<file path="config.mk">
export PLATFORM = sky130hd
export DESIGN_NAME = dsp_mac_sequencer_flat
export DESIGN_NICKNAME = d
export VERILOG_FILES = /design/src/rtl/dsp_mac_sequencer_if.sv /design/src/rtl/dsp_mac_sequencer.sv /design/src/flat_wrapper.sv
export SDC_FILE = /design/constraint.sdc
export NUM_CORES = 1
export LEC_CHECK = 0
export BUFFER_PORTS_ARGS = -buffer_cell sky130_fd_sc_hd__buf_2
export CAP_MARGIN = 20
export CORE_ASPECT_RATIO = 1.75
export CORE_MARGIN = 2
export CORE_UTILIZATION = 40
export CTS_BUF_LIST = sky130_fd_sc_hd__clkbuf_4 sky130_fd_sc_hd__clkbuf_8
export CTS_CLUSTER_DIAMETER = 40
export DETAILED_ROUTE_END_ITERATION = 8
export PLACE_DENSITY_LB_ADDON = 0.2
export SLEW_MARGIN = 20
export SYNTH_ARGS = -nofsm -noshare
export SYNTH_HDL_FRONTEND = slang
export SYNTH_SLANG_ARGS = --single-unit
</file>
<file path="constraint.sdc">
create_clock -name CLK -period 5.55 [get_ports CLK]
set_input_delay 0.2775 -clock CLK [delete_from_list [all_inputs] [get_ports CLK]]
set_output_delay 0.2775 -clock CLK [all_outputs]
set_load 0.01 [all_outputs]
</file>
<file path="src/rtl/dsp_mac_sequencer_if.sv">
// dsp_mac_sequencer_if: job/beat handshake and slice control bundle between feeder and MAC sequencer
interface dsp_mac_sequencer_if #(
    parameter int LEN_W = 8
);
    logic             start;
    logic [LEN_W-1:0] len;
    logic             busy;
    logic             in_valid;
    logic             in_ready;
    logic             CEAB;
    logic [7:0]       OPMODE;
    logic             res_valid;
    modport master (output start, len, in_valid, input busy, in_ready, CEAB, OPMODE, res_valid);
    modport slave  (input start, len, in_valid, output busy, in_ready, CEAB, OPMODE, res_valid);
endinterface

</file>
<file path="src/rtl/dsp_mac_sequencer.sv">
// dsp_mac_sequencer: drives a DSP48A1-style slice through one N-term multiply-accumulate job
module dsp_mac_sequencer #(
    parameter int LEN_W    = 8,
    parameter int OPM_DLY  = 1,
    parameter int PIPE_LAT = 3
) (
    input  logic                CLK,
    input  logic                RST,
    dsp_mac_sequencer_if.slave  bus
);
    localparam logic [7:0] OPM_FIRST = 8'h01;
    localparam logic [7:0] OPM_ACC   = 8'h09;
    localparam logic [7:0] OPM_HOLD  = 8'h08;
    localparam logic [7:0] OPM_CLR   = 8'h00;
    localparam logic [3:0] DRAIN_LD  = 4'(PIPE_LAT - 1);
    typedef enum logic [1:0] {IDLE, ACCUM, DRAIN, DONE} state_t;
    // with a one-cycle pipeline the cycle after the last beat is already the result cycle
    localparam state_t END_ST = (PIPE_LAT == 1) ? DONE : DRAIN;
    state_t           state, state_nx;
    logic [LEN_W-1:0] left, left_nx;
    logic             first, first_nx;
    logic [3:0]       dcnt, dcnt_nx;
    logic [7:0]       push;
    logic             beat;
    // state, remaining-term and drain counters
    always_ff @(posedge CLK) begin
        if (RST) begin
            state <= IDLE;
            left  <= '0;
            first <= 1'b0;
            dcnt  <= '0;
        end else begin
            state <= state_nx;
            left  <= left_nx;
            first <= first_nx;
            dcnt  <= dcnt_nx;
        end
    end
    // next state and the opcode pushed into the delay line this cycle
    always_comb begin
        state_nx = state;
        left_nx  = left;
        first_nx = first;
        dcnt_nx  = dcnt;
        push     = OPM_HOLD;
        beat     = bus.in_valid && state == ACCUM && !RST;
        case (state)
            IDLE: if (bus.start) begin
                if (bus.len != '0) begin
                    left_nx  = bus.len;
                    first_nx = 1'b1;
                    state_nx = ACCUM;
                end else begin
                    push     = OPM_CLR;
                    dcnt_nx  = DRAIN_LD;
                    state_nx = END_ST;
                end
            end
            ACCUM: if (beat) begin
                push     = first ? OPM_FIRST : OPM_ACC;
                first_nx = 1'b0;
                left_nx  = left - LEN_W'(1);
                if (left == LEN_W'(1)) begin
                    dcnt_nx  = DRAIN_LD;
                    state_nx = END_ST;
                end
            end
            DRAIN: if (dcnt <= 4'd1) state_nx = DONE; else dcnt_nx = dcnt - 4'd1;
            DONE:  state_nx = IDLE;
        endcase
        if (RST) push = OPM_HOLD;
    end
    assign bus.busy      = state != IDLE && !RST;
    assign bus.in_ready  = state == ACCUM && !RST;
    assign bus.CEAB      = beat;
    assign bus.res_valid = state == DONE && !RST;
    generate
        if (OPM_DLY == 0) begin : g_comb
            assign bus.OPMODE = push;
        end else begin : g_dly
            logic [7:0] dl [OPM_DLY];
            // opcode delay line aligning each opcode with its product at the post-adder
            always_ff @(posedge CLK) begin
                if (RST) begin
                    for (int i = 0; i < OPM_DLY; i++) dl[i] <= OPM_HOLD;
                end else begin
                    dl[0] <= push;
                    for (int i = 1; i < OPM_DLY; i++) dl[i] <= dl[i-1];
                end
            end
            assign bus.OPMODE = dl[OPM_DLY-1];
        end
    endgenerate
endmodule

</file>
<file path="src/flat_wrapper.sv">
// flat-port wrapper written by rule: the top's interface ports become plain ports
module dsp_mac_sequencer_flat 
#(
    parameter int LEN_W    = 8,
    parameter int OPM_DLY  = 1,
    parameter int PIPE_LAT = 3
)
  (CLK, RST, bus_start, bus_len, bus_in_valid, bus_busy, bus_in_ready, bus_CEAB, bus_OPMODE, bus_res_valid);
  dsp_mac_sequencer_if #(.LEN_W(LEN_W)) bus_i ();
  input  logic CLK;
  input  logic RST;
  input wire logic [$bits(bus_i.start)-1:0] bus_start;
  input wire logic [$bits(bus_i.len)-1:0] bus_len;
  input wire logic [$bits(bus_i.in_valid)-1:0] bus_in_valid;
  output wire logic [$bits(bus_i.busy)-1:0] bus_busy;
  output wire logic [$bits(bus_i.in_ready)-1:0] bus_in_ready;
  output wire logic [$bits(bus_i.CEAB)-1:0] bus_CEAB;
  output wire logic [$bits(bus_i.OPMODE)-1:0] bus_OPMODE;
  output wire logic [$bits(bus_i.res_valid)-1:0] bus_res_valid;
  assign bus_i.start = bus_start;
  assign bus_i.len = bus_len;
  assign bus_i.in_valid = bus_in_valid;
  assign bus_busy = bus_i.busy;
  assign bus_in_ready = bus_i.in_ready;
  assign bus_CEAB = bus_i.CEAB;
  assign bus_OPMODE = bus_i.OPMODE;
  assign bus_res_valid = bus_i.res_valid;
  dsp_mac_sequencer #(.LEN_W(LEN_W), .OPM_DLY(OPM_DLY), .PIPE_LAT(PIPE_LAT)) u_core (.CLK(CLK), .RST(RST), .bus(bus_i));
endmodule
</file>
==> metrics.md <==
| Metric | Value |
|---|---|
| Total GRT Usage | `16.30%` |
| Initial DRC count | `30` |
| Ys async rst share | `0%` |
| Global-route wire length before repair | `4298 um` |
| Sequential area share after synthesis | `28.60%` |
| Slew Viols, Final | `0` |
| Largest net degree at the start of global routing | `22` |
| Number of synthesized flops with an enable pin | `0` |
| Final Cycle Share | `46.43%` |
| Largest cells by area after synthesis | `dfxtp_1 29%, ha_1 9.5%, a21oi_1 5.0%` |
| Synthesized area per cell | `7.880 um^2` |
| Cells after Synth | `151` |
| DR vias | `1,108` |
| Synthesis-stage register bit count | `17` |
| Fraction of post-synthesis cell area in the top cell type by area | `28.60%` |
| Worst reg2reg path depth | `7` |
| Ant. Diodes | `0` |
| Htree depth | `1` |
| Nets@finish | `187` |
| Worst Setup Path Type | `reg2out` |
| Fillers | `293` |
| Leading area contributor after synthesis | `dfxtp_1` |
| Clock slew at reported path FFs | `0.06 ns` |
| Worst Hold Class | `in2reg` |
| Die Ht | `76.15 um` |
| Post-layout min period | `2.577 ns` |
| Arr. time, crit path | `2.30 ns` |
| Outcome | `complete, no violations` |
| Core Box Area | `2863 um^2` |
| GRT overflow | `0` |
| Setup TNS Final | `0 ns` |
| Worst slew pin tran | `0.7050 ns` |
| Port bufs | `17` |
| Initial antenna violation count | `0` |
| Post-Route WL | `2607 um` |
| Netlist cell types | `44` |
| Area added between synthesis and finish | `10.09%` |
| Io pins | `24` |
| Worst hold stages | `2` |
| CP endpoint kind | `primary output` |
| Wire length per cell | `13.51 um` |
| Max Fclk | `388.1 MHz` |
| R2R setup slack | `3.13 ns` |
| Finished Layout Cells | `193` |
| Final hold viol count | `0` |
| Clock root buffer | `clkbuf_8` |
| Via-to-Cell Ratio | `5.741` |
| Ys flop type | `dfxtp_1` |
| Die Wd | `45.23 um` |
| Share of layout cells above drive strength 1 | `17.58%` |
| Maxcap violations | `0` |
| CP startpoint kind | `flip-flop` |
| Post-CTS Setup Repair Bufs | `0` |
| Vias in the first global route | `1,041` |
| Post-detailed-route count of antenna-violating nets | `0` |
| DR DRC count | `0` |
| Max VDD drop | `0.2653 mV` |
| YS warnings | `0` |
| Placer congestion estimate | `0.7970` |
| TritonCTS Buffers | `3` |
| CTS Sinks | `17` |
| Leakage | `0.5293 nW` |
| Row cnt | `26` |
| Unrepaired setup endpoints after global routing | `no` |
| Post-Place Cells | `189` |
| Post-DP HPWL | `2031 um` |
| Final Skew | `0.002667 ns` |
| Pwr/cell area | `491.6 nW/um^2` |
| Critical Path RT | `5.27 ns` |
| Min Hold Slack | `0.2713 ns` |
| Hold buffers post-CTS | `0` |
| Starting Density | `41.56%` |
| Worst rel slew slack | `52.57%` |
| TritonCTS clock tree | `done` |
| Number of gates resized after CTS | `0` |
| Final setup vio count | `0` |
| Bufs on Longest Clock Path | `2` |
| Worst-Skew Late Latency | `0.26 ns` |
| CP Max Fanout | `17` |
| Cell Area, Synth | `1190 um^2` |
| Die area | `3444 um^2` |
| First-pass detailed-route iteration total | `4` |
-- routing by layer --
| layer | global-route usage (%) | share of wire (%) |
|---|---|---|
| met1 | 17.08 | 40 |
| met2 | 28.57 | 54 |
| met3 | 2.133 | 2.5 |
| met4 | 9.706 | 3.9 |
| met5 | 0 | 0 |
-- cell type report --
type / count / area, um^2 / area share [%]
Sequential cell: 17 / 340.3 / 25.98
Timing Repair Buffer: 17 / 85.08 / 6.495
Inverter: 11 / 41.29 / 3.152
Clock buffer: 4 / 48.80 / 3.725
Tap cell: 28 / 35.03 / 2.674
Multi-Input combinational cell: 116 / 759.5 / 57.97
-- cells in the final DEF (no fill, tap or decap), types with 2 or more instances in the layout --
cell type  Yosys  routed
conb_1         1       6
nand3_1        2       2
nand2_1       12      12
a21oi_1       12      12
nor2_1        14      14
o21ai_0       11      11
or4_1          2       2
ha_1           9       9
a22o_1         3       3
inv_1         10      10
dfxtp_1       17      17
nand3b_1       2       2
a211oi_1       4       4
buf_2          0      17
nor2b_1        4       4
clkbuf_8       0       3
nor3_1         6       6
o211ai_1       2       2
a31oi_1        2       2
and2_1         2       2
-- stage by stage --
stage / total power, W / instance area [um^2] / utilization [%] / setup WS, ns
2_1_floorplan: 0.0004718 / 1209 / - / 3.751
3_5_place_dp: 0.0005471 / 1261 / 44.06 / 3.137
5_1_grt: 0.0007033 / 1310 / 45.76 / 2.805
3_3_place_gp: 0.0005390 / 1261 / 44.06 / 3.235
6_report: 0.0006440 / 1310 / 45.76 / 2.973
4_1_cts: 0.0006470 / 1310 / 45.76 / 2.961
-- worst max-delay path, stage by stage, from the launching register on --
cell      delay, ns
dfxtp_1        0.34
inv_1          0.10
ha_1           0.48
clkinv_1       0.53
nor2_1         0.32
and2_1         0.16
buf_2          0.12
-- final timing paths --
kind                         from                     to
setup / recovery  u_core.state[1]               bus_CEAB
hold / removal       bus_in_valid  u_core.g_dly.dl[0][0]
setup reg to reg  u_core.state[1]         u_core.left[0]
hold reg to reg    u_core.dcnt[3]         u_core.dcnt[3]
-- sequential cells by signal (all words and copies together) (netlist names) --
name / count
u_core.left: 8
u_core.g_dly.dl: 2
u_core.dcnt: 4
u_core.first: 1
u_core.state: 2
-- report_power, final --
part / total [W] / switching, W / internal, W
clock network: 0.0000999 / 0.0000439 / 0.0000559
logic: 0.000340 / 0.000199 / 0.000141
registers: 0.000204 / 0.0000414 / 0.000162
total: 0.000644 / 0.000285 / 0.000359
-- synthesized netlist by cell type (2+ instances only) --
master / number
a211oi_1: 4
a21oi_1: 12
a22o_1: 3
a31oi_1: 2
and2_1: 2
buf_4: 6
clkbuf_1: 6
dfxtp_1: 17
ha_1: 9
inv_1: 10
nand2_1: 12
nand3_1: 2
nand3b_1: 2
nor2_1: 14
nor2b_1: 4
nor3_1: 6
o211ai_1: 2
o21ai_0: 11
or4_1: 2
-- logic make-up (layout without fill, tap and decap cells) --
kind of cell,count (synthesis),after routing,share of synthesized area [%]
multiplexers,2,2,1.788
adder cells (fa/ha/maj),9,9,9.464
AO/OA/AOI/OAI,46,46,27.66
buffers and inverters,23,32,9.148
flip-flops,17,17,28.60
other,1,6,0.3152
AND/OR/NAND/NOR,53,53,23.03
No activity file was read; power rests on OpenSTA's default activity.
